## src/rtl/regfile_access_ctrl_if.sv

```systemverilog
// rtl/regfile_access_ctrl_if.sv - issue, register-file, operand and result bundle for regfile_access_ctrl
interface regfile_access_ctrl_if;
    logic       issue_valid;
    logic       issue_ready;
    logic [1:0] issue_src_a;
    logic [1:0] issue_src_b;
    logic [1:0] issue_dst;
    logic       issue_wr;
    logic [1:0] selector_a;
    logic [1:0] selector_b;
    logic [7:0] data_out_a;
    logic [7:0] data_out_b;
    logic       op_valid;
    logic       op_ready;
    logic [7:0] op_a;
    logic [7:0] op_b;
    logic [1:0] op_dst;
    logic       op_wr;
    logic       res_valid;
    logic [1:0] res_dst;
    logic [7:0] res_data;
    logic       write_bit;
    logic [1:0] selector_e;
    logic [7:0] data_in;
    logic       err;

    modport master (
        input  issue_valid, issue_src_a, issue_src_b, issue_dst, issue_wr,
        output issue_ready,
        output selector_a, selector_b,
        input  data_out_a, data_out_b,
        output op_valid, op_a, op_b, op_dst, op_wr,
        input  op_ready,
        input  res_valid, res_dst, res_data,
        output write_bit, selector_e, data_in, err
    );

    modport slave (
        output issue_valid, issue_src_a, issue_src_b, issue_dst, issue_wr,
        input  issue_ready,
        input  selector_a, selector_b,
        output data_out_a, data_out_b,
        input  op_valid, op_a, op_b, op_dst, op_wr,
        output op_ready,
        output res_valid, res_dst, res_data,
        input  write_bit, selector_e, data_in, err
    );
endinterface

```

## src/rtl/regfile_access_ctrl.sv

```systemverilog
// rtl/regfile_access_ctrl.sv - register-file access controller with pending-write scoreboard
// Optional result forwarding into the operand slot is enabled by defining REGFILE_BYPASS_EN.
module regfile_access_ctrl #(
    parameter int MAX_PENDING = 4
) (
    input  logic                  CLK,
    input  logic                  areset,
    regfile_access_ctrl_if.master bus
);

    logic [3:0] pending_q, pending_d;
    logic [3:0] set_mask, clr_mask;
    logic       op_valid_q, op_valid_d;
    logic [7:0] op_a_q, op_a_d;
    logic [7:0] op_b_q, op_b_d;
    logic [1:0] op_dst_q, op_dst_d;
    logic       op_wr_q, op_wr_d;
    logic       err_q, err_d;

    logic [2:0] pend_cnt;
    logic       res_hit;
    logic       fwd_a, fwd_b;
    logic       raw, waw, full;
    logic       issue_ready;
    logic       accept;
    logic [7:0] opnd_a, opnd_b;

    assign bus.selector_a = bus.issue_src_a;
    assign bus.selector_b = bus.issue_src_b;
    assign bus.selector_e = bus.res_dst;
    assign bus.data_in    = bus.res_data;

    // Hazards are judged against the registered scoreboard, never the next-state one.
    always_comb begin
        res_hit  = bus.res_valid & pending_q[bus.res_dst];
`ifdef REGFILE_BYPASS_EN
        fwd_a    = res_hit & (bus.issue_src_a == bus.res_dst);
        fwd_b    = res_hit & (bus.issue_src_b == bus.res_dst);
`else
        fwd_a    = 1'b0;
        fwd_b    = 1'b0;
`endif
        pend_cnt = 3'(pending_q[0]) + 3'(pending_q[1]) + 3'(pending_q[2]) + 3'(pending_q[3]);
        raw      = (pending_q[bus.issue_src_a] & ~fwd_a) | (pending_q[bus.issue_src_b] & ~fwd_b);
        waw      = bus.issue_wr & pending_q[bus.issue_dst];
        full     = bus.issue_wr & (pend_cnt == 3'(MAX_PENDING));
        issue_ready = ~areset & (~op_valid_q | bus.op_ready) & ~raw & ~waw & ~full;
        accept   = bus.issue_valid & issue_ready;
        opnd_a   = fwd_a ? bus.res_data : bus.data_out_a;
        opnd_b   = fwd_b ? bus.res_data : bus.data_out_b;
    end

    always_comb begin
        set_mask   = 4'b0000;
        clr_mask   = 4'b0000;
        op_valid_d = op_valid_q;
        op_a_d     = op_a_q;
        op_b_d     = op_b_q;
        op_dst_d   = op_dst_q;
        op_wr_d    = op_wr_q;
        if (accept && bus.issue_wr) begin
            set_mask = 4'b0001 << bus.issue_dst;
        end
        if (res_hit) begin
            clr_mask = 4'b0001 << bus.res_dst;
        end
        pending_d = (pending_q & ~clr_mask) | set_mask;
        err_d     = err_q | (bus.res_valid & ~pending_q[bus.res_dst]);
        if (accept) begin
            op_valid_d = 1'b1;
            op_a_d     = opnd_a;
            op_b_d     = opnd_b;
            op_dst_d   = bus.issue_dst;
            op_wr_d    = bus.issue_wr;
        end else if (op_valid_q && bus.op_ready) begin
            op_valid_d = 1'b0;
        end
    end

    always_ff @(posedge CLK) begin
        if (areset) begin
            pending_q  <= 4'b0000;
            op_valid_q <= 1'b0;
            op_a_q     <= 8'h00;
            op_b_q     <= 8'h00;
            op_dst_q   <= 2'd0;
            op_wr_q    <= 1'b0;
            err_q      <= 1'b0;
        end else begin
            pending_q  <= pending_d;
            op_valid_q <= op_valid_d;
            op_a_q     <= op_a_d;
            op_b_q     <= op_b_d;
            op_dst_q   <= op_dst_d;
            op_wr_q    <= op_wr_d;
            err_q      <= err_d;
        end
    end

    assign bus.issue_ready = issue_ready;
    assign bus.write_bit   = res_hit & ~areset;
    assign bus.op_valid    = op_valid_q;
    assign bus.op_a        = op_a_q;
    assign bus.op_b        = op_b_q;
    assign bus.op_dst      = op_dst_q;
    assign bus.op_wr       = op_wr_q;
    assign bus.err         = err_q;

endmodule

```

## src/flat_wrapper.sv

```systemverilog
// flat-port wrapper written by rule: the top's interface ports become plain ports
module regfile_access_ctrl_flat 
#(
    parameter int MAX_PENDING = 4
)
  (CLK, areset, bus_issue_valid, bus_issue_src_a, bus_issue_src_b, bus_issue_dst, bus_issue_wr, bus_issue_ready, bus_selector_a, bus_selector_b, bus_data_out_a, bus_data_out_b, bus_op_valid, bus_op_a, bus_op_b, bus_op_dst, bus_op_wr, bus_op_ready, bus_res_valid, bus_res_dst, bus_res_data, bus_write_bit, bus_selector_e, bus_data_in, bus_err);
  regfile_access_ctrl_if bus_i ();
  input  logic CLK;
  input  logic areset;
  input wire logic [$bits(bus_i.issue_valid)-1:0] bus_issue_valid;
  input wire logic [$bits(bus_i.issue_src_a)-1:0] bus_issue_src_a;
  input wire logic [$bits(bus_i.issue_src_b)-1:0] bus_issue_src_b;
  input wire logic [$bits(bus_i.issue_dst)-1:0] bus_issue_dst;
  input wire logic [$bits(bus_i.issue_wr)-1:0] bus_issue_wr;
  output wire logic [$bits(bus_i.issue_ready)-1:0] bus_issue_ready;
  output wire logic [$bits(bus_i.selector_a)-1:0] bus_selector_a;
  output wire logic [$bits(bus_i.selector_b)-1:0] bus_selector_b;
  input wire logic [$bits(bus_i.data_out_a)-1:0] bus_data_out_a;
  input wire logic [$bits(bus_i.data_out_b)-1:0] bus_data_out_b;
  output wire logic [$bits(bus_i.op_valid)-1:0] bus_op_valid;
  output wire logic [$bits(bus_i.op_a)-1:0] bus_op_a;
  output wire logic [$bits(bus_i.op_b)-1:0] bus_op_b;
  output wire logic [$bits(bus_i.op_dst)-1:0] bus_op_dst;
  output wire logic [$bits(bus_i.op_wr)-1:0] bus_op_wr;
  input wire logic [$bits(bus_i.op_ready)-1:0] bus_op_ready;
  input wire logic [$bits(bus_i.res_valid)-1:0] bus_res_valid;
  input wire logic [$bits(bus_i.res_dst)-1:0] bus_res_dst;
  input wire logic [$bits(bus_i.res_data)-1:0] bus_res_data;
  output wire logic [$bits(bus_i.write_bit)-1:0] bus_write_bit;
  output wire logic [$bits(bus_i.selector_e)-1:0] bus_selector_e;
  output wire logic [$bits(bus_i.data_in)-1:0] bus_data_in;
  output wire logic [$bits(bus_i.err)-1:0] bus_err;
  assign bus_i.issue_valid = bus_issue_valid;
  assign bus_i.issue_src_a = bus_issue_src_a;
  assign bus_i.issue_src_b = bus_issue_src_b;
  assign bus_i.issue_dst = bus_issue_dst;
  assign bus_i.issue_wr = bus_issue_wr;
  assign bus_issue_ready = bus_i.issue_ready;
  assign bus_selector_a = bus_i.selector_a;
  assign bus_selector_b = bus_i.selector_b;
  assign bus_i.data_out_a = bus_data_out_a;
  assign bus_i.data_out_b = bus_data_out_b;
  assign bus_op_valid = bus_i.op_valid;
  assign bus_op_a = bus_i.op_a;
  assign bus_op_b = bus_i.op_b;
  assign bus_op_dst = bus_i.op_dst;
  assign bus_op_wr = bus_i.op_wr;
  assign bus_i.op_ready = bus_op_ready;
  assign bus_i.res_valid = bus_res_valid;
  assign bus_i.res_dst = bus_res_dst;
  assign bus_i.res_data = bus_res_data;
  assign bus_write_bit = bus_i.write_bit;
  assign bus_selector_e = bus_i.selector_e;
  assign bus_data_in = bus_i.data_in;
  assign bus_err = bus_i.err;
  regfile_access_ctrl #(.MAX_PENDING(MAX_PENDING)) u_core (.CLK(CLK), .areset(areset), .bus(bus_i));
endmodule
```

## config.mk

```make
export PLATFORM = sky130hd
export DESIGN_NAME = regfile_access_ctrl_flat
export DESIGN_NICKNAME = d
export VERILOG_FILES = /design/src/rtl/regfile_access_ctrl_if.sv /design/src/rtl/regfile_access_ctrl.sv /design/src/flat_wrapper.sv
export SDC_FILE = /design/constraint.sdc
export NUM_CORES = 1
export LEC_CHECK = 0
export CORE_MARGIN = 3
export CORE_UTILIZATION = 61
export DETAILED_ROUTE_END_ITERATION = 7
export DONT_BUFFER_PORTS = 1
export PLACE_DENSITY = 0.77
export SLEW_MARGIN = 25
export SYNTH_ARGS = -nofsm -noshare
export SYNTH_HDL_FRONTEND = slang
export SYNTH_SLANG_ARGS = --single-unit
```

## constraint.sdc

```tcl
create_clock -name CLK -period 3.1 [get_ports CLK]
set_input_delay 0.93 -clock CLK [delete_from_list [all_inputs] [get_ports CLK]]
set_output_delay 0.93 -clock CLK [all_outputs]
set_load 0.01 [all_outputs]
```

==> run_results.csv, run 1 <==
group,metric,value,unit
drt,via_count,1076,
floorplan,die_w,51.5,microns
global_routing,grt_pass1_wl,4770,microns
worst_setup_path,path_cells,"ha_4, fa_2, ha_1, nor2_1, a32oi_1, nand4_1, nor3_1, buf_4",
finish,syn_to_final_growth,3.37,%
logic_synthesis,synthCells,146,
outcome,violations,"setup timing",
place,gp_congestion,0.782,
worst_setup_path,crit_type,"flop to output port",
finish,drive_gt1_share,21.6,%
clocking,clkTransAtPathRegs,0.14,ns
sta,relSlewSlack,51.4,%
worst_setup_path,critPathMaxStageDelay,0.37,ns
floorplan,pin_count,75,
logic_synthesis,synth-edff-count,0,
drt,wl_met1,1190,microns
clocking,cts_hold_repair.buffers,0,
logic_synthesis,syn_area_per_cell,8.66,sq um
global_routing,grt_start_max_net_pins,30,
logic_synthesis,ys_ff_latch,25,
sta,skew,0.00209,ns
sta,min_period_over_period,104,%
finish,antenna_cells,0,
logic_synthesis,async_reset_ff_share,0,%
global_routing,grtUsageTotal,23.0,%
drt,routedWlPerCell,17.6,microns
clocking,cts-root-buf,"clkbuf_4",
worst_setup_path,crit_slowest_cell,"dfxtp_2",
drt,drtIter0Drc,35,
worst_setup_path,arrival,2.29,ns
clocking,clk_latency,0.32,ns
place,hpwlAfterDp,1990,microns
logic_synthesis,ys_types,29,
floorplan,num_rows,15,
outcome,outcome,"finished with violations",
logic_synthesis,synth_most_common_cell,"dfxtp_1",
sta,setup_viol,1,
min_path,min_path_type,"flop to flop",
place,port_buffers,0,
logic_synthesis,synth_nets,187,
finish,fin_cells,164,
clocking,htree_levels,1,
finish,num-fill-cells,165,
drt,highest_layer,"met4",
drt,finalWirelength,2880,microns
logic_synthesis,synth_common_cells,"dfxtp_1 (25), a21oi_1 (21), nand3_1 (18)",
logic_synthesis,yosysWarningCount,0,
place,pre_cts_slack,0.194,ns
sta,final_max_slew_viol_count,0,
clocking,cts_buffers,3,
sta,setup_ws,-0.117,ns
flow_run,cap_violations,0,
power_and_ir_drop,total_power,0.000598,W
logic_synthesis,ys_top_cells_by_area,"dfxtp_1 (40%), a21oi_1 (8.3%), buf_4 (8.3%)",
logic_synthesis,synth.cell_area,1260,sq um
finish,final_core_util,71.0,%
clocking,cts_tree,"yes",
power_and_ir_drop,powerDensity,458,nW/um^2
logic_synthesis,synth_ff_type,"dfxtp_1",
floorplan,fp.dieH,51.5,microns
drt,detail_route.vias_per_cell,6.56,
sta,post-route-min-period,3.22,ns
floorplan,coreArea,1840,sq um
drt,met3_length,349,microns
worst_setup_path,cp.required,2.17,ns
floorplan,start_util,68.7,%
sta,max_freq,311,MHz
sta,final-hold-violation-count,0,
global_routing,grt-ovfl-total,0,
sta,rsz0062_at_grt,"true",
global_routing,antenna_found_initial,0,
drt,firstDrtPassIters,4,
worst_setup_path,critPathMaxFanout,2,
clocking,clockBufferDepth,2,
power_and_ir_drop,ir_worst_vdd,410,uV
worst_setup_path,critPathLaunchType,"flop",
finish,final_nets,181,
worst_setup_path,crit_path_end_kind,"output port",
drt,drc,0,
floorplan,die-area,2650,sq um
power_and_ir_drop,leakagePower,0.460,nW
place,dpl.cell_count,153,
logic_synthesis,yosysSeqAreaShare,39.6,%
logic_synthesis,synth_top_area_share,39.6,%
logic_synthesis,yosysTopAreaCell,"dfxtp_1",
clocking,clock-sinks,25,
global_routing,grt_pass1_vias,1110,
drt,met2_length,1320,microns
drt,postRouteAntennaNets,0,
sta,worst_pin_slew,0.729,ns
-- layer usage --
| metal | up-vias | GRT usage (%) |
|---|---|---|
| met2 | 61 | 39.0 |
| li1 | 504 | - |
| met3 | 8 | 8.60 |
| met5 | - | 0 |
| met1 | 503 | 27.1 |
| met4 | 0 | 6.11 |
-- cells in the final DEF, fill, tap and decap left out, types with 2 or more instances in the layout --
| cell | Yosys | routed |
|---|---|---|
| dfxtp_1 | 25 | 23 |
| nor2_1 | 3 | 3 |
| o21ai_1 | 15 | 14 |
| nand2_1 | 2 | 2 |
| nor2b_1 | 3 | 3 |
| o32ai_1 | 4 | 4 |
| mux4_2 | 2 | 2 |
| clkbuf_4 | 0 | 3 |
| mux2_1 | 2 | 2 |
| o21ai_2 | 0 | 5 |
| dfxtp_2 | 0 | 2 |
| nand3_1 | 18 | 18 |
| o21ai_0 | 9 | 5 |
| inv_1 | 4 | 4 |
| buf_4 | 14 | 13 |
| a21oi_1 | 21 | 21 |
-- critical path: cells and delay by family, from the launching register on --
kind | cells | cell delay (ns)
fa+ha+maj | 3 | 0.84
compound gates | 1 | 0.23
simple gates | 3 | 0.39
flops | 1 | 0.37
buf+inv | 1 | 0.15
-- cell families after synthesis --
kind of cell    share of synthesized area (%)
flops                                    39.6
simple gates                             15.8
mux                                      5.35
fa+ha+maj                                3.56
buf+inv                                  13.3
compound gates                           22.4
-- state kept, by name, indices dropped and copies added (netlist names) --
signal,flops
u_core.bus.op_b,8
u_core.pending_q,4
u_core.bus.op_dst,2
u_core.bus.op_wr,1
u_core.bus.op_valid,1
u_core.bus.err,1
u_core.bus.op_a,8
-- final cells by class --
| cell class | count | area, sq um | area share, % |
|---|---|---|---|
| Tap cell | 25 | 31.3 | 2.39 |
| Clock inverter | 1 | 7.51 | 0.575 |
| Timing Repair Buffer | 13 | 97.6 | 7.47 |
| Sequential cell | 25 | 503 | 38.5 |
| Multi-Input combinational cell | 93 | 629 | 48.2 |
| Inverter | 4 | 15.0 | 1.15 |
| Clock buffer | 3 | 22.5 | 1.72 |
-- power by group --
part | switching [W] | total (W) | internal [W]
sequential | 0.0000196 | 0.000358 | 0.000338
combinational | 0.0000473 | 0.0000880 | 0.0000406
clock | 0.000103 | 0.000152 | 0.0000493
-- timing repair --
action | 4_1_cts | 5_1_grt
pin swaps | 3 | 3
buffers inserted | 8 | 1
setup endpoints to repair | 1 | 20
hold endpoints to repair | 0 | 0
gates resized for setup | 6 | 7
-- worst paths after layout --
check                           start                  to  slack [ns]  cells past startpoint
setup / recovery  u_core.pending_q[0]     bus_issue_ready       -0.12                      8
hold reg to reg    u_core.bus.op_b[0]  u_core.bus.op_b[0]        0.52                      2
setup reg to reg  u_core.pending_q[0]  u_core.bus.op_a[6]        0.14                     15
hold / removal     u_core.bus.op_b[0]  u_core.bus.op_b[0]        0.52                      2
-- through the flow --
| stage | cell area (sq um) | hold slack (ns) | TNS, ns |
|---|---|---|---|
| final | 1310 | 0.516 | -0.117 |
| after global routing | 1310 | 0.540 | -0.208 |
| after CTS | 1290 | 0.529 | -0.0958 |
| after detailed placement | 1190 | 0.510 | 0 |
| after global placement | 1190 | 0.506 | 0 |
| after floorplan | 1260 | 0.498 | 0 |
No activity file was read; power rests on OpenSTA's default activity.
==> run 2, diff against run 1 <==
Settings changed: GPL_ROUTABILITY_DRIVEN set to 0, PLACE_DENSITY 0.77 to 0.87, SETUP_SLACK_MARGIN set to 0.05.
==> run 2 against run 1 <==
The run still ends with setup timing left. Final cell count shrank 4.3%. Register-to-register slack better by 0.49 ns. Clock skew grew 0.0074 ns. Critical endpoint unchanged. Critical path depth stayed put. Maximum frequency up 2.5%. Sequential power barely moved. Combinational power shrank 14%. Highest routed layer unchanged. Via count shrank 2.0%. Power shrank 4.1%. Clock-buffer cell count increased by 1.
==> run_results.csv, run 2 (same netlist as run 1, synthesis figures left out) <==
group,metric,value,unit
power_and_ir_drop,clockPowerShare,24.5,%
finish,final_area,1240,sq um
finish,final_common_cell,"dfxtp_1",
global_routing,grt_busiest_layer,"met2",
power_and_ir_drop,p_sw_share,26.7,%
outcome,outcome,"finished with violations",
sta,rsz0062_at_grt,"true",
place,port_buffers,0,
sta,post-route-min-period,3.14,ns
drt,routedWlPerCell,18.3,microns
worst_setup_path,regToRegSetupSlack,0.63,ns
global_routing,antenna_found_initial,0,
min_path,min_path_type,"flop to flop",
sta,setup_ws,-0.0381,ns
worst_setup_path,cp.required,2.17,ns
power_and_ir_drop,total_power,0.000573,W
power_and_ir_drop,ir_worst_vdd,464,uV
place,pre_cts_slack,0.190,ns
floorplan,coreArea,1840,sq um
worst_setup_path,startpoint,"u_core.pending_q[0]",
global_routing,grt_pass1_vias,1056,
worst_setup_path,critPathMaxFanout,2,
finish,layout_common_cells,"dfxtp_1 (23), a21oi_1 (21), nand3_1 (18), o21ai_1 (15), o21ai_0 (9)",
floorplan,fp.dieH,51.5,microns
finish,antenna_cells,0,
power_and_ir_drop,power_frac_seq,62.3,%
clocking,cts_buffers,3,
worst_setup_path,worstSetupPathDepth,8,
finish,drive_gt1_share,13.6,%
drt,detail_route.vias_per_cell,6.71,
global_routing,grtUsageTotal,22.9,%
clocking,htree_levels,1,
global_routing,grt_pass1_wl,4710,microns
sta,worst_pin_slew,0.610,ns
worst_setup_path,reg2reg_depth,9,
drt,finalWirelength,2880,microns
floorplan,die-area,2650,sq um
drt,drc,0,
sta,skew,0.00945,ns
global_routing,grtUsageMet3,7.45,%
sta,min_period_over_period,101,%
worst_setup_path,path_delay_family,"adder cells",
finish,syn_to_final_growth,-2.18,%
worst_setup_path,worstReg2RegStart,"u_core.pending_q[0]",
global_routing,grt-ovfl-total,0,
worst_setup_path,r2r-end,"u_core.bus.op_a[4]",
place,hpwlAfterDp,2110,microns
floorplan,die_w,51.5,microns
sta,final-hold-violation-count,0,
place,post_dp_cell_area,1190,sq um
clocking,clkTransAtPathRegs,0.12,ns
power_and_ir_drop,powerDensity,464,nW/um^2
global_routing,grt_use_met1,28.6,%
worst_setup_path,crit_type,"flop to output port",
worst_setup_path,cp-endpoint,"bus_issue_ready",
worst_setup_path,crit_path_end_kind,"output port",
power_and_ir_drop,comb_power_share,13.2,%
drt,via_count,1054,
global_routing,grt_start_max_net_pins,30,
worst_setup_path,path_cells,"ha_4, fa_2, ha_1, nor2_1, a32oi_1, nand4_1, nor3_2, buf_4",
worst_setup_path,critPathBufInv,1,
floorplan,pin_count,75,
clocking,clk_latency,0.31,ns
drt,drtIter0Drc,24,
sta,max_freq,319,MHz
outcome,violations,"setup timing",
sta,hold_slack,0.526,ns
drt,postRouteAntennaNets,0,
sta,relSlewSlack,59.3,%
clocking,cts-root-buf,"clkbuf_4",
clocking,clock-sinks,25,
flow_run,cap_violations,0,
sta,final_max_slew_viol_count,0,
clocking,cts_tree,"yes",
sta,setup_viol,1,
floorplan,num_rows,15,
clocking,clockBufferDepth,2,
power_and_ir_drop,leakagePower,0.423,nW
worst_setup_path,arrival,2.21,ns
finish,final_nets,174,
power_and_ir_drop,intPower,0.000420,W
global_routing,met2_usage,37.9,%
worst_setup_path,critPathMaxStageDelay,0.36,ns
power_and_ir_drop,power.switching,0.000153,W
worst_setup_path,crit_slowest_cell,"dfxtp_2",
worst_setup_path,critPathLaunchType,"flop",
floorplan,start_util,68.7,%
drt,firstDrtPassIters,4,
[run 2: layout make-up]
cell class / count / area (sq um)
multi-input combinational: 93 / 616
fill: 180 / 603
sequential: 25 / 503
timing repair buffer: 6 / 45.0
tap: 25 / 31.3
clock buffer: 4 / 26.3
inverter: 4 / 15.0
[run 2: timing repair]
action                                  in CTS  in global routing
endpoints found under the setup margin       1                  1
buffers inserted                             0                  0
hold buffers                                 0                  0
pin swaps                                    3                  2
gates resized for setup                      5                  0
[run 2: layer usage]
metal	vias to the layer above	wire, microns
li1	487	-
met1	492	1170
met2	63	1390
met3	12	264
met4	0	49
met5	-	0
[run 2: worst min-delay path: cells and delay by family, from the launching register on]
kind,cells,cell delay [ns]
DFF,1,0.36
AOI/OAI and AO/OA,2,0.14
[run 2: power groups by stage]
stage / logic, W / clock network [W] / registers, W
after floorplan: 0.0000818 / 0 / 0.000360
after global placement: 0.0000697 / 0 / 0.000363
after detailed placement: 0.0000735 / 0 / 0.000364
after CTS: 0.0000755 / 0.000146 / 0.000357
after global routing: 0.0000850 / 0.000161 / 0.000359
final: 0.0000758 / 0.000141 / 0.000357
[run 2: through the flow]
step / utilization [%] / std cells / TNS, ns
after floorplan: - / 146 / 0
after global placement: 64.6 / 153 / 0
after detailed placement: 64.6 / 153 / 0
after CTS: 67.2 / 157 / -0.107
after global routing: 67.2 / 157 / -0.165
final: 67.2 / 157 / -0.0381
[run 2: worst min-delay path by stage]
stage,from,end,slack [ns],cells past startpoint
after floorplan,u_core.bus.op_a[0],u_core.bus.op_a[0],0.50,2
after global placement,u_core.bus.op_a[0],u_core.bus.op_a[0],0.51,2
after detailed placement,u_core.bus.op_a[0],u_core.bus.op_a[0],0.51,2
after CTS,u_core.bus.op_a[0],u_core.bus.op_a[0],0.53,2
after global routing,u_core.bus.op_a[2],u_core.bus.op_a[2],0.55,2
final,u_core.bus.op_a[0],u_core.bus.op_a[0],0.53,2
